$ cat config.mk
export PLATFORM = sky130hd
export DESIGN_NAME = conv_mac_engine
export DESIGN_NICKNAME = d
export VERILOG_FILES = /design/src/rtl/conv_mac_engine_pkg.sv /design/src/rtl/conv_mac_engine_mac.sv /design/src/rtl/conv_mac_engine.sv
export SDC_FILE = /design/constraint.sdc
export NUM_CORES = 1
export LEC_CHECK = 0
export ABC_CLOCK_PERIOD_IN_PS = 4250
export BUFFER_PORTS_ARGS = -buffer_cell sky130_fd_sc_hd__buf_2
export CORE_MARGIN = 4
export CORE_UTILIZATION = 35
export DETAILED_ROUTE_END_ITERATION = 6
export GPL_TIMING_DRIVEN = 0
export HOLD_SLACK_MARGIN = 0.03
export SYNTH_ARGS = -nofsm -noshare
export SYNTH_HDL_FRONTEND = slang
export SYNTH_SLANG_ARGS = --single-unit
$ cat constraint.sdc
create_clock -name clk -period 4.25 [get_ports clk]
set_input_delay 0.2125 -clock clk [delete_from_list [all_inputs] [get_ports clk]]
set_output_delay 0.2125 -clock clk [all_outputs]
set_load 0.03 [all_outputs]
$ cat src/rtl/conv_mac_engine_pkg.sv
// Shared types and helper functions for the convolution MAC engine:
// FSM state encoding, accumulator width rule and operand-length clamp.
package conv_pkg;

  typedef enum logic [2:0] {
    ST_IDLE  = 3'd0,
    ST_MAC   = 3'd1,
    ST_FLUSH = 3'd2,
    ST_WRITE = 3'd3,
    ST_DONE  = 3'd4
  } conv_state_t;

  // Product width plus enough headroom for 2**aw terms, plus one spare bit.
  function automatic int acc_width(input int dw, input int aw);
    return 2 * dw + aw + 1;
  endfunction

  function automatic int unsigned clamp_len(input int unsigned len, input int unsigned aw);
    int unsigned max_len;
    max_len = 32'd1 << aw;
    return (len > max_len) ? max_len : len;
  endfunction

endpackage

$ cat src/rtl/conv_mac_engine_mac.sv
// Registered unsigned multiply-accumulate; clear has priority over enable.
module conv_mac #(
  parameter int DATA_WIDTH = 8,
  parameter int ACC_WIDTH  = 22
) (
  input  logic                  clk,
  input  logic                  rst_n,
  input  logic                  clear_i,
  input  logic                  en_i,
  input  logic [DATA_WIDTH-1:0] a_i,
  input  logic [DATA_WIDTH-1:0] b_i,
  output logic [ACC_WIDTH-1:0]  acc_o
);

  logic [ACC_WIDTH-1:0]    acc_q;
  logic [ACC_WIDTH-1:0]    acc_d;
  logic [2*DATA_WIDTH-1:0] prod;

  assign prod = a_i * b_i;

  always_comb begin
    acc_d = acc_q;
    if (clear_i) begin
      acc_d = '0;
    end else if (en_i) begin
      acc_d = acc_q + ACC_WIDTH'(prod);
    end
  end

  always_ff @(posedge clk or negedge rst_n) begin
    if (!rst_n) begin
      acc_q <= '0;
    end else begin
      acc_q <= acc_d;
    end
  end

  assign acc_o = acc_q;

endmodule

$ cat src/rtl/conv_mac_engine.sv
// Sequences x/h RAM reads for a full linear convolution, accumulates each
// y[n] through a one-deep read pipeline and emits it on a RAM write port.
module conv_mac_engine
  import conv_pkg::*;
#(
  parameter  int DATA_WIDTH = 8,
  parameter  int ADDR_WIDTH = 5,
  localparam int ACC_WIDTH  = acc_width(DATA_WIDTH, ADDR_WIDTH)
) (
  input  logic                  clk,
  input  logic                  rst_n,
  input  logic                  start_i,
  input  logic [ADDR_WIDTH:0]   size_x_i,
  input  logic [ADDR_WIDTH:0]   size_h_i,
  output logic [ADDR_WIDTH-1:0] x_addr_o,
  input  logic [DATA_WIDTH-1:0] x_data_i,
  output logic [ADDR_WIDTH-1:0] h_addr_o,
  input  logic [DATA_WIDTH-1:0] h_data_i,
  output logic                  y_we_o,
  output logic [ADDR_WIDTH:0]   y_addr_o,
  output logic [ACC_WIDTH-1:0]  y_data_o,
  output logic                  busy_o,
  output logic                  done_o
);

  localparam int LEN_W = ADDR_WIDTH + 1;
  localparam logic [LEN_W-1:0] ONE = LEN_W'(1);
  localparam logic [LEN_W-1:0] TWO = LEN_W'(2);

  conv_state_t state_q, state_d;
  logic [LEN_W-1:0]      lx_q, lx_d, lh_q, lh_d, n_q, n_d;
  logic [ADDR_WIDTH-1:0] x_addr_q, x_addr_d, h_addr_q, h_addr_d;
  logic                  valid_q, busy_q, done_q, we_q;
  logic [LEN_W-1:0]      kmax_w, n_next_w, kmin_next_w, n_last_w;
  logic                  mac_clear;
  logic [ACC_WIDTH-1:0]  acc;

  function automatic logic [LEN_W-1:0] kmin_f(input logic [LEN_W-1:0] n,
                                               input logic [LEN_W-1:0] lh);
    return (n + ONE > lh) ? (n + ONE - lh) : '0;
  endfunction

  function automatic logic [LEN_W-1:0] kmax_f(input logic [LEN_W-1:0] n,
                                               input logic [LEN_W-1:0] lx);
    return (n < lx - ONE) ? n : (lx - ONE);
  endfunction

  assign kmax_w      = kmax_f(n_q, lx_q);
  assign n_next_w    = n_q + ONE;
  assign kmin_next_w = kmin_f(n_next_w, lh_q);
  // Modulo-2**LEN_W arithmetic still lands on the right index when Lx+Lh overflows.
  assign n_last_w    = lx_q + lh_q - TWO;

  // start_i is a bare one-cycle request: no ready, sampled only in IDLE and
  // dropped everywhere else.
  always_comb begin
    state_d  = state_q;
    lx_d     = lx_q;
    lh_d     = lh_q;
    n_d      = n_q;
    x_addr_d = x_addr_q;
    h_addr_d = h_addr_q;
    case (state_q)
      ST_IDLE: begin
        if (start_i) begin
          lx_d = LEN_W'(clamp_len(32'(size_x_i), ADDR_WIDTH));
          lh_d = LEN_W'(clamp_len(32'(size_h_i), ADDR_WIDTH));
          if (size_x_i == '0 || size_h_i == '0) begin
            state_d = ST_DONE;
          end else begin
            n_d      = '0;
            x_addr_d = '0;
            h_addr_d = '0;
            state_d  = ST_MAC;
          end
        end
      end
      ST_MAC: begin
        if (x_addr_q == kmax_w[ADDR_WIDTH-1:0]) begin
          state_d = ST_FLUSH;
        end else begin
          x_addr_d = x_addr_q + 1'b1;
          h_addr_d = h_addr_q - 1'b1;
        end
      end
      ST_FLUSH: state_d = ST_WRITE;
      ST_WRITE: begin
        if (n_q == n_last_w) begin
          state_d = ST_DONE;
        end else begin
          n_d      = n_next_w;
          x_addr_d = kmin_next_w[ADDR_WIDTH-1:0];
          h_addr_d = ADDR_WIDTH'(n_next_w - kmin_next_w);
          state_d  = ST_MAC;
        end
      end
      ST_DONE: state_d = ST_IDLE;
      default: state_d = ST_IDLE;
    endcase
  end

  always_ff @(posedge clk or negedge rst_n) begin
    if (!rst_n) begin
      state_q  <= ST_IDLE;
      lx_q     <= '0;
      lh_q     <= '0;
      n_q      <= '0;
      x_addr_q <= '0;
      h_addr_q <= '0;
      valid_q  <= 1'b0;
      busy_q   <= 1'b0;
      done_q   <= 1'b0;
      we_q     <= 1'b0;
    end else begin
      state_q  <= state_d;
      lx_q     <= lx_d;
      lh_q     <= lh_d;
      n_q      <= n_d;
      x_addr_q <= x_addr_d;
      h_addr_q <= h_addr_d;
      // Read data for an address issued now arrives next cycle.
      valid_q  <= (state_q == ST_MAC);
      busy_q   <= (state_d == ST_MAC) || (state_d == ST_FLUSH) || (state_d == ST_WRITE);
      done_q   <= (state_d == ST_DONE);
      we_q     <= (state_d == ST_WRITE);
    end
  end

  // Accumulator is zeroed while idle and during WRITE, ready for the next y[n].
  assign mac_clear = (state_q == ST_IDLE) || (state_q == ST_WRITE);

  conv_mac #(
    .DATA_WIDTH(DATA_WIDTH),
    .ACC_WIDTH (ACC_WIDTH)
  ) u_mac (
    .clk    (clk),
    .rst_n  (rst_n),
    .clear_i(mac_clear),
    .en_i   (valid_q),
    .a_i    (x_data_i),
    .b_i    (h_data_i),
    .acc_o  (acc)
  );

  assign x_addr_o = x_addr_q;
  assign h_addr_o = h_addr_q;
  assign y_we_o   = we_q;
  assign y_addr_o = n_q;
  assign y_data_o = we_q ? acc : '0;
  assign busy_o   = busy_q;
  assign done_o   = done_q;

endmodule

# After elaboration in Yosys (flattened, before gate mapping)
# Cells that the tools add are included.
# classes
muxes,24
add_sub_neg,10
magnitude_cmp,4
n_eq_ne,13
reduce_logical,13
n_mul,1
# op_table
operator,count
2-to-1 mux 22 bit,3
2-to-1 mux 5 bit,8
2-to-1 mux 6 bit,5
one-hot mux 5 bit (3 select lines),2
adder 22 x 16 -> 22 bit,1
multiplier 8 x 8 -> 16 bit,1
adder 6 x 1 -> 6 bit (second input constant),2
equality test 3 x 2 -> 1 bit (second input constant),4
greater-than comparator 6 bit (second input constant),2
zero test 6 bit,2
2-to-1 mux 3 bit,4
one-hot mux 3 bit (4 select lines),1
one-hot mux 6 bit (2 select lines),1
subtractor 5 bit,2
!= test 2 bit (second input constant),4
adder 6 bit,1
equality test 3 x 1 -> 1 bit (second input constant),2
equality test 6 bit,1
greater-than comparator 6 bit,1
less-than comparator 6 bit,1
subtractor 6 x 1 -> 6 bit (second input constant),1
subtractor 6 x 2 -> 6 bit (second input constant),1
adder 5 x 1 -> 5 bit (second input constant),1
equality test 5 bit,1
other kinds (9),13
# totals
wordCells,76
input_bits,31
output_inout_bits,41
reg_bits,57

# Depth between registers and ports, before layout
# depth
ltp_word,9
depth_mapped,20
ltp_nobuf,19

# Hierarchy
# A second synthesis with hierarchy kept.
# unflattened
cells_unflattened,777
area_unflattened_um2,6670.1
# by_module_without_submodules
module,cells_per_inst,area_per_inst_um2,seq_area_each_um2,n_inst
conv_mac,409,3594.7,550.5,1
conv_mac_engine,368,3075.4,875.8,1

# Worst setup path after synthesis
# OpenSTA, ideal clock, no wires.
# synth_timing
kind,input port to flip-flop
startpoint,input port h_data_i[1]
endpoint,"register u_mac.acc_q[21], in the netlist u_mac.acc_o[21]"
stages,18
n_path_buf,1
arrival_time_ns,4.507
path_slack_ns,-0.335
t_required_ns,4.172
setup_time_ns,0.078
cell_sequence,clkbuf_1 -> nand2_1 -> fa_1 -> inv_1 -> fa_1 -> inv_1 -> fa_1 -> fa_1 -> inv_1 -> ha_1 -> a21o_1 -> a21oi_1 -> o21a_1 -> o211ai_1 -> a2111oi_0 -> o31a_1 -> or3_1 -> a21oi_1
# synth_via
elab_chain_cells,4
# synth_rtl
item,line,rtl
from (decl),conv_mac_engine.sv:18,"input logic [DATA_WIDTH-1:0] h_data_i,"
multiplier 8 x 8 -> 16 bit,conv_mac_engine_mac.sv:19,assign prod = a_i * b_i;
adder 22 x 16 -> 22 bit,conv_mac_engine_mac.sv:26,acc_d = acc_q + ACC_WIDTH'(prod);
2-to-1 mux 22 bit,conv_mac_engine_mac.sv:25,end else if (en_i) begin
2-to-1 mux 22 bit,conv_mac_engine_mac.sv:23,if (clear_i) begin
to (signal assigned),conv_mac_engine_mac.sv:32,acc_q <= '0;
to (signal assigned),conv_mac_engine_mac.sv:34,acc_q <= acc_d;
to (decl),conv_mac_engine_mac.sv:15,logic [ACC_WIDTH-1:0] acc_q;
# Every way passes these cells. The select of a mux whose other input is x is not followed.
# A chain may end at the register's enable or synchronous reset.

# Worst setup path after layout
# layout_timing
startpoint,"register u_mac.acc_q[4], in the netlist u_mac.acc_o[4]"
endpoint,"register u_mac.acc_q[21], in the netlist u_mac.acc_o[21]"
# layout_via
elab_chain_cells,3
# layout_rtl
item,line
adder 22 x 16 -> 22 bit,conv_mac_engine_mac.sv:26
2-to-1 mux 22 bit,conv_mac_engine_mac.sv:25
2-to-1 mux 22 bit,conv_mac_engine_mac.sv:23
# Every way passes these cells. The select of a mux whose other input is x is not followed.

==> flow_summary.ini <==
[sta]
setup_violations = 3
slew_headroom = 0.480
rsz0062_at_grt = true
hold_viol = 0
slew_violations = 0
skew_ns = 0.00717
fin_crit_sh = 1.05
layout_min_cycle_time_ns = 4.48
max_freq_mhz = 223
fin_setup_tns_ns = -0.564
setup_ws_ns = -0.229
worstMarginPinSlew_ns = 0.780

[clock_network]
cts-root-buf = clkbuf_16
clk_pin_slew_ns = 0.06
clk_path_buf_depth = 2
cts_buffers = 9
htree_levels = 3
cts_tree = done
cts.sinks = 57
clk_latency_ns = 0.33

[placement]
place_area_um2 = 7370
place_congestion = 0.864
io_buffers = 69
hpwl_um = 13100

[route]
via_per_inst = 4.90
antenna_left = 0
via_count = 5448
drt-total-wl_um = 16600
drc = 0
wl_per_cell_um = 14.9
first_pass_iters = 4
drt-initial-drc-count = 196

[final_layout]
area_delta_synth_final_pct = 19.8
num-nets-final = 1026
diodes = 0
design_area_um2 = 8010
post-route-util = 0.427
drive_above_1_share = 0.189

[worst_setup_path]
crit_start = u_mac.acc_o[4]
crit_path_start_kind = flip-flop
crit_arrival_ns = 4.67
path_class = flip-flop to flip-flop
worstPathRequired_ns = 4.44
crit_path_max_fanout = 4
cp-end-kind = flip-flop
rr_startpoint = u_mac.acc_o[4]

[global_route]
antenna_found_initial = 0
gr-total-overflow = 0
grt_max_degree = 58
grt_pass1_wl_um = 27800
grt_pass1_vias = 5466
grt_use_total = 0.157

[synth]
ys_types = 65
syn_area_per_cell_um2 = 8.66
yosys_warnings = 0
synth-seq-area-share = 0.213
synthArstFlopShare = 1.00
synth_cells = 772
netlist_area_um2 = 6690
syn_nets = 925
synth_seq_cells = 57
synthFlopType = dfrtp_1
synth_edf_count = 0

[status]
outcome = complete, but fails checks
failed_checks = setup timing

[floorplan]
row_count = 50
start_util = 0.356
dieArea_um2 = 21400
die_y_um = 146
die_x_um = 146
design.core.area_um2 = 18800
io_pins = 72

[worst_hold_path]
min-delay-start = size_x_i[1]
hp-class = input pin to flip-flop

[run]
max_cap_violations = 0

[pwr]
irDropWorstVdd_uv = 572
leakagePower_nw = 4.03
p_per_area_nw_per_um2 = 893
[per-stage QoR]
step | total power, mW | worst slack, ns | hold WS [ns] | instances
final | 7.15 | -0.229 | 0.138 | 1112
after floorplan | 4.69 | -0.0229 | -0.0831 | 772
after global routing | 7.88 | -0.349 | 0.162 | 1112
after CTS | 6.82 | -0.301 | 0.132 | 1102
after detailed placement | 5.74 | -0.518 | 0.471 | 1075
after global placement | 5.69 | -0.511 | 0.468 | 1075
[synth_stat cells (all sizes together), types with 9 or more instances]
cell type | count | area share
fa | 53 | 0.16
o21ai | 35 | 0.026
nor3 | 16 | 0.012
a21o | 9 | 0.010
dfrtp | 57 | 0.21
ha | 69 | 0.13
mux2i | 18 | 0.027
nor2 | 42 | 0.024
and2 | 60 | 0.056
nand2 | 67 | 0.038
xnor2 | 25 | 0.034
a21oi | 30 | 0.022
nand3 | 13 | 0.0097
inv | 131 | 0.074
nand2b | 13 | 0.012
clkbuf | 20 | 0.011
xor2 | 18 | 0.024
[where the power goes]
group	total, mW	internal (mW)	switching [mW]
clock network	0.690	0.422	0.268
registers	0.950	0.737	0.213
logic	5.51	2.52	2.99
total	7.15	3.68	3.47
[sequential cells by signal (all words and copies together), names as in the netlist]
register and count:
u_mac.acc_o 22, lh_q 6, x_addr_o 5, y_we_o 1
h_addr_o 5, lx_q 6, busy_o 1, state_q 3
valid_q 1, y_addr_o 6, done_o 1
[layer usage]
metal  GRT usage  part of all wire  up-vias
met5           0                 0        -
met4      0.0442             0.020        0
met3      0.0270             0.040       22
met2       0.248              0.46       84
met1       0.221              0.48     2619
li1            -                 -     2723
[worst max-delay path, cell delays in order (launching register included)]
cell       delay, ns
dfrtp_1         0.41
inv_2           0.05
fa_1            0.47
inv_1           0.05
fa_1            0.44
ha_1            0.28
inv_1           0.04
fa_1            0.50
inv_2           0.05
fa_2            0.39
a21o_1          0.20
a21o_1          0.18
a21oi_2         0.17
o21a_1          0.18
o211ai_1        0.13
a2111oi_2       0.35
o31a_1          0.25
or3_1           0.13
a21oi_1         0.06
[kinds of logic (layout without fill, tap and decap cells)]
group	count (synthesis)	after routing	share of synthesized area
and+or+nand+nor	259	259	0.203
buffers and inverters	157	263	0.0906
adders and majority gates	122	122	0.288
AOI/OAI and AO/OA	110	110	0.108
DFF	57	57	0.213
xor gates and xnor gates	45	45	0.0642
muxes	22	22	0.0337
[layout make-up]
type	instances	area [µm²]
Fill cell	1863	10800
Clock inverter	5	30.0
Sequential cell	57	1430
Timing Repair Buffer	91	527
Buffer	25	128
Multi-Input combinational cell	558	4860
Inverter	131	495
Clock buffer	11	253
Tap cell	234	293
[layout by cell type (no fill, tap or decap), types with 19 or more instances in the layout]
cell type	synthesis	final
inv_1	131	119
buf_2	1	68
nand2_1	66	66
ha_1	69	62
and2_1	59	59
dfrtp_1	57	57
fa_1	53	51
nor2_1	42	41
a21oi_1	30	27
xnor2_1	24	23
buf_4	0	19
[repair_timing]
item,in CTS,in global routing
pin swaps,34,34
hold buffers,0,1
hold endpoints to repair,0,3
buffers inserted,11,13
setup endpoints to repair,13,12
resized for setup,21,22
[path summary, 6_finish.rpt]
check | slack [ns] | cells past startpoint | endpoint
worst max-delay path | -0.23 | 18 | u_mac.acc_o[21]
worst min-delay path | 0.14 | 3 | lx_q[1]
worst max register to register | -0.23 | 18 | u_mac.acc_o[21]
worst min register to register | 0.48 | 2 | lh_q[3]
max in group asynchronous | 3.23 | 2 | u_mac.acc_o[14]
min in group asynchronous | 0.50 | 2 | lh_q[0]
Note: power is estimated with default switching activity, not from simulation.
